[config.mk]
export PLATFORM = sky130hd
export DESIGN_NAME = bcd_to_binary
export DESIGN_NICKNAME = d
export VERILOG_FILES = /design/src/rtl/bcd_pkg.sv /design/src/rtl/mul10_add.sv /design/src/rtl/bcd_to_binary.sv
export SDC_FILE = /design/constraint.sdc
export NUM_CORES = 1
export LEC_CHECK = 0
export BUFFER_PORTS_ARGS = -buffer_cell sky130_fd_sc_hd__buf_2
export CORE_ASPECT_RATIO = 0.7
export CORE_MARGIN = 4
export CORE_UTILIZATION = 53
export CTS_CLUSTER_SIZE = 28
export DETAILED_ROUTE_END_ITERATION = 16
export PLACE_DENSITY = 0.75
export SLEW_MARGIN = 10
export SYNTH_ARGS = -nofsm -noshare
export SYNTH_HDL_FRONTEND = slang
export SYNTH_HIERARCHICAL = 1
export SYNTH_SLANG_ARGS = --single-unit
[constraint.sdc]
create_clock -name clk -period 3.5 [get_ports clk]
set_clock_uncertainty 0.05 [all_clocks]
set_input_delay 0.525 -clock clk [delete_from_list [all_inputs] [get_ports clk]]
set_output_delay 0.525 -clock clk [all_outputs]
set_load 0.01 [all_outputs]
[src/rtl/bcd_pkg.sv]
// bcd_pkg: shared types and constants for the BCD/binary conversion paths
package bcd_pkg;
   typedef enum logic [1:0] {IDLE, CONV, DONE} state_t;
   localparam int DIGIT_W = 4;
   localparam logic [15:0] SAT_DEFAULT = 16'd9999;
endpackage

[src/rtl/mul10_add.sv]
// mul10_add: combinational acc*10 + digit using shift-add
module mul10_add
   import bcd_pkg::*;
(
   input  logic [15:0]        acc,
   input  logic [DIGIT_W-1:0] digit,
   output logic [15:0]        sum
);
   assign sum = (acc << 3) + (acc << 1) + 16'(digit);
endmodule

[src/rtl/bcd_to_binary.sv]
// bcd_to_binary: sequential four-digit BCD to binary converter with illegal-digit saturation
module bcd_to_binary
   import bcd_pkg::*;
#(
   parameter logic [15:0] SAT_VALUE = SAT_DEFAULT
) (
   input  logic               clk,
   input  logic               rst_n,
   input  logic               start,
   input  logic [DIGIT_W-1:0] thousands,
   input  logic [DIGIT_W-1:0] hundreds,
   input  logic [DIGIT_W-1:0] tens,
   input  logic [DIGIT_W-1:0] ones,
   output logic [15:0]        y,
   output logic               busy,
   output logic               done,
   output logic               err
);
   state_t state, next;
   logic [3:0][DIGIT_W-1:0] digits;
   logic [15:0] acc, sum;
   logic [1:0] cnt;
   logic bad;
   mul10_add u_mul10_add (
      .acc  (acc),
      .digit(digits[2'd3 - cnt]),
      .sum  (sum)
   );
   always_comb begin
      next = (state == IDLE) ? (start ? CONV : IDLE) :
             (state == CONV) ? ((cnt == 2'd3) ? DONE : CONV) : IDLE;
   end
   always_ff @(posedge clk) begin
      if (!rst_n) begin
         state  <= IDLE;
         y      <= '0;
         busy   <= 1'b0;
         done   <= 1'b0;
         err    <= 1'b0;
         acc    <= '0;
         cnt    <= '0;
         bad    <= 1'b0;
         digits <= '0;
      end else begin
         state <= next;
         case (state)
            IDLE: if (start) begin
               digits <= {thousands, hundreds, tens, ones};
               acc    <= '0;
               cnt    <= '0;
               bad    <= (thousands > 4'd9) | (hundreds > 4'd9) | (tens > 4'd9) | (ones > 4'd9);
               busy   <= 1'b1;
            end
            CONV: begin
               acc <= sum;
               cnt <= cnt + 2'd1;
               if (cnt == 2'd3) begin
                  y    <= bad ? SAT_VALUE : sum;
                  done <= 1'b1;
                  err  <= bad;
               end
            end
            DONE: begin
               done <= 1'b0;
               busy <= 1'b0;
            end
            default: ;
         endcase
      end
   end
endmodule

-- Word level (Yosys, flattened, before mapping)
Cells that the tools add are included.
- bits in registers: 55
- bits of input ports: 19
- output and inout bits: 19
- $add $sub $neg: 4
- order comparisons: 5
- equality and inequality tests: 5
- muxes and demuxes: 15
- bitwise gates (word level): 3
- reduce and logical (&&, ||, !) cells: 9
- operator list (kind ; number):
    case mux 15 bit (2 select lines) ; 1
    adder 16 bit ; 1
    adder 16 x 4 -> 16 bit ; 1
    > comparator 4 bit, second input constant ; 4
    2-to-1 mux 16 bit ; 1
    2-to-1 mux 15 bit ; 1
    AND reduction 2 bit ; 5
    binary-select mux 4 bit (select 2 bit) ; 1
    2-to-1 mux 2 bit ; 4
    nonzero test 2 bit ; 3
    equality test 2 bit, second input constant ; 2
    2-to-1 mux 4 bit ; 1
    case mux 1 bit (2 select lines) ; 2
    case mux 2 bit (2 select lines) ; 1
    less-than comparator 2 x 3 -> 1 bit, second input constant ; 1
    2-to-1 mux 1 bit ; 3
    OR 1 bit ; 3
    adder 2 x 1 -> 2 bit, second input constant ; 1
    equality test 2 x 1 -> 1 bit, second input constant ; 1
    zero test 2 bit ; 1
    != test 2 x 1 -> 1 bit, second input constant ; 1
    != test 2 bit, second input constant ; 1
    subtractor 2 bit, first input constant ; 1

-- Depth between registers and ports, before layout
- depth after elaboration: 5
- mapped depth: 13
- gate-level depth less buffers: 12

-- By module
The synthesis kept the hierarchy.
- modules (own cells, without submodules) (module ; instances ; cells an instance ; area an instance (sq um) ; sequential area each (sq um)):
    bcd_to_binary ; 1 ; 258 ; 2309.7 ; 1121.1
    mul10_add ; 1 ; 112 ; 893.4 ; 0.0

-- Least setup slack after synthesis
No wires, ideal clock.
- path kind: register to register
- from: register cnt[0]
- to: register y[14]
- setup time: 76 ps
- arrival time: 3114 ps
- data required time: 3374 ps
- setup slack: 261 ps
- cell stages (with the launch flop): 13
- buffers on the path: 1
- cell sequence: dfxtp_1 > clkbuf_1 > mux4_2 > inv_1 > fa_1 > fa_1 > nor2b_1 > o211a_1 > o221a_2 > o311ai_1 > a41oi_1 > nand3b_1 > a21boi_0
- word-level cells in the longest chain between the ends: 5
- elaborated cells on any way between the ends: 7
- those cells by class: add/sub: 2; eq/ne: 1; mux: 3; reduce/logical: 1
- RTL lines (element ; line ; RTL):
    start, declared ; bcd_to_binary.sv:22 ; logic [1:0] cnt;
    start signal, assigned ; bcd_to_binary.sv:56 ; cnt <= cnt + 2'd1;
    subtractor 2 bit ; bcd_to_binary.sv:26 ; .digit(digits[2'd3 - cnt]),
    binary-select mux 4 bit (select 2 bit) ; bcd_to_binary.sv:26 ;
    2-to-1 mux 4 bit (not written as such) ; bcd_to_binary.sv:26 ;
    adder 16 x 4 -> 16 bit ; mul10_add.sv:9 ; assign sum = (acc << 3) + (acc << 1) + 16'(digit);
    net sum[14] ; bcd_to_binary.sv:21 ; logic [15:0] acc, sum;
    2-to-1 mux 16 bit ; bcd_to_binary.sv:58 ; y <= bad ? SAT_VALUE : sum;
    end signal, assigned ; bcd_to_binary.sv:58 ;
    end, declared ; bcd_to_binary.sv:14 ; output logic [15:0] y,
The timed path passes the listed nets, and every way through them passes these cells. The select of a mux whose other input is x is not followed.
A chain may end at the register's enable or synchronous reset.

-- Final worst setup path
- from: register cnt[0]
- to: register y[10]
The elaborated chain is that of the path after synthesis.

==> metrics.csv <==
stage,metric,value,unit
critical_path,largest_fanout_on_the_critical_path,5,
placement,place_congestion,0.862,
finish,layout-drive-gt1-share,0.156,
floorplan,core.rowCount,23,
critical_path,ff2ff_setup_slack,260,ps
floorplan,initial_core_util,0.550,
critical_path,cp-end-kind,register,
yosys,synthesis.area,3170,um^2
global_route,grt_use_total,0.196,
yosys,synth.yosys.warnings,6,
global_route,grt_pass1_wl,11.4,mm
critical_path,timing.setup.critical_path_class,register to register,
finish,final_net_count,439,
sta,grt_setup_unrepaired,no,
clock_tree,clk-insertion-delay-late,310,ps
sta,timing.setup.tns,0,ps
global_route,grt.met1_usage,0.292,
clock_tree,ctsLongestPathBuffers,2,
floorplan,die_area,7300,um^2
floorplan,design.portCount,38,
sta,layout_worst_path_cycle_share,0.926,
detailed_routing,via_per_inst,5.64,
global_route,top_usage_layer,met2,
finish,layout.core_utilization,0.597,
clock_tree,cts_inserted_buffers,5,
global_route,grt_pass1_vias,2339,
yosys,syn-num-nets,414,
detailed_routing,drtPass1Iterations,5,
critical_path,r2r.worst_path.cells,11,
detailed_routing,initialDrtViolationCount,200,
placement,post-place-cells,459,
placement,place.detailed.hpwl,5.06,mm
critical_path,cp-start-kind,register,
sta,period_needed,3240,ps
power_and_ir_drop,total_leakage_power,1.54,nW
critical_path,regToRegStartpoint,cnt[0],
power_and_ir_drop,p_per_area,331,nW/um^2
placement,placement.io_buffers,37,
clock_tree,cts_tree,done,
clock_tree,hold_buffers,0,
flow_run,cap_violations,0,
yosys,syn_inst,366,
sta,maximum_clock_frequency,308,MHz
status,run_status,"complete, no violations",
floorplan,die_height,72.7,um
sta,setup-violations-final,0,
critical_path,reg2reg_to,y[10],
finish,area_growth,8.57,%
floorplan,die_w,100,um
floorplan,core_area,5760,um^2
global_route,grtUsageMet3,0.0334,
sta,timing.slew.headroom,0.445,
global_route,grt_max_degree,56,
finish,final_cells,467,
clock_tree,cts.sinks,55,
worst_hold_path,hold_class,input port to register,
sta,number_of_max_slew_violations_in_the_final_report,0,
sta,worst-slew-pin-transition,832,ps
critical_path,timing.critical_path.to,y[10],
critical_path,critical_path_required,3690,ps
clock_tree,cts.root.buffer_cell,clkbuf_8,
finish,antenna_cells,0,
global_route,grt.met2_usage,0.293,
clock_tree,cts.clk_slew.worst_paths,100,ps
detailed_routing,dr_total_vias,2633,
clock_tree,cts_htree_levels,2,
detailed_routing,drcViolationCount,0,
sta,final_hold_viol_count,0,
critical_path,startpoint,cnt[0],
yosys,synth.avg_cell_area,8.65,um^2
power_and_ir_drop,ir_drop,0.151,mV
detailed_routing,post_drt_wl_per_cell,14.8,um
global_route,grt_antenna_before_repair,0,
critical_path,critical_path_arrival,3430,ps
detailed_routing,antenna_violating_nets_remaining,0,
detailed_routing,drt_wl_total,6.92,mm
global_route,gr-total-overflow,0,
==> worst min-delay path by stage <==
stage | from | to | slack (ps) | depth (start not counted)
after floorplan | digits[7] | digits[7] | 390 | 2
after global placement | y[11] | y[11] | 400 | 2
after detailed placement | y[12] | y[12] | 410 | 2
after CTS | thousands[0] | digits[12] | 390 | 3
after global routing | thousands[0] | digits[12] | 390 | 3
final | thousands[0] | digits[12] | 400 | 3
==> placed cells by master (no fill, tap or decap), types with 5 or more instances in the layout <==
cell type	count
nor3b_1	8
nand3b_1	9
buf_2	37
nand3_1	21
nor2_1	16
nand2_1	67
inv_1	12
a21boi_0	41
clkbuf_8	5
dfxtp_1	54
a21oi_1	11
xor2_1	7
nor3_1	9
ha_1	27
o21ai_0	11
==> power by group <==
part	internal (mW)	switching [mW]	leakage, nW	total, mW
combinational	0.0543	0.0703	1.05	0.125
sequential	0.644	0.0196	0.447	0.663
clock	0.140	0.210	0.0412	0.350
total	0.839	0.300	1.54	1.14
==> cell type report <==
| type | instances | area [um^2] |
|---|---|---|
| Timing Repair Buffer | 41 | 215 |
| Sequential cell | 55 | 1100 |
| Multi-Input combinational cell | 275 | 1890 |
| Fill cell | 535 | 2320 |
| Clock inverter | 2 | 12.5 |
| Tap cell | 75 | 93.8 |
| Clock buffer | 6 | 72.6 |
| Inverter | 13 | 48.8 |
==> critical path, stage by stage, from the launching register on <==
cell     delay (ps)
dfxtp_2         390
mux4_2          510
inv_1            80
fa_1            450
fa_1            470
nor2b_1         180
o211a_1         190
o21ai_0         110
a21oi_1         250
xor2_1          220
nor3_1           80
nor3b_1         200
==> per-layer routing <==
layer / vias up / share of wire
li1: 1320 / -
met2: 57 / 0.42
met3: 7 / 0.048
met1: 1249 / 0.52
met5: - / 0
met4: 0 / 0.010
==> registers in the layout, indices dropped and copies added (netlist names) <==
register and cells:
digits 16, y 16, acc 15, cnt 2, state 2, bad 1, busy 1, done 1
err 1
==> through the flow <==
step | hold WS, ps | power, mW | setup slack, ps | instance area [um^2]
after CTS | 395 | 1.15 | 188 | 3440
after global placement | 402 | 0.799 | 338 | 3350
after detailed placement | 406 | 0.801 | 234 | 3350
final | 399 | 1.14 | 258 | 3440
after global routing | 390 | 1.18 | 44.8 | 3440
after floorplan | 390 | 0.766 | 261 | 3170
==> repair_timing <==
item                                    in CTS  in global routing
setup buffers                                0                  0
endpoints found under the setup margin       0                  1
resized for setup                            0                  1
No activity file was read; power rests on OpenSTA's default activity.
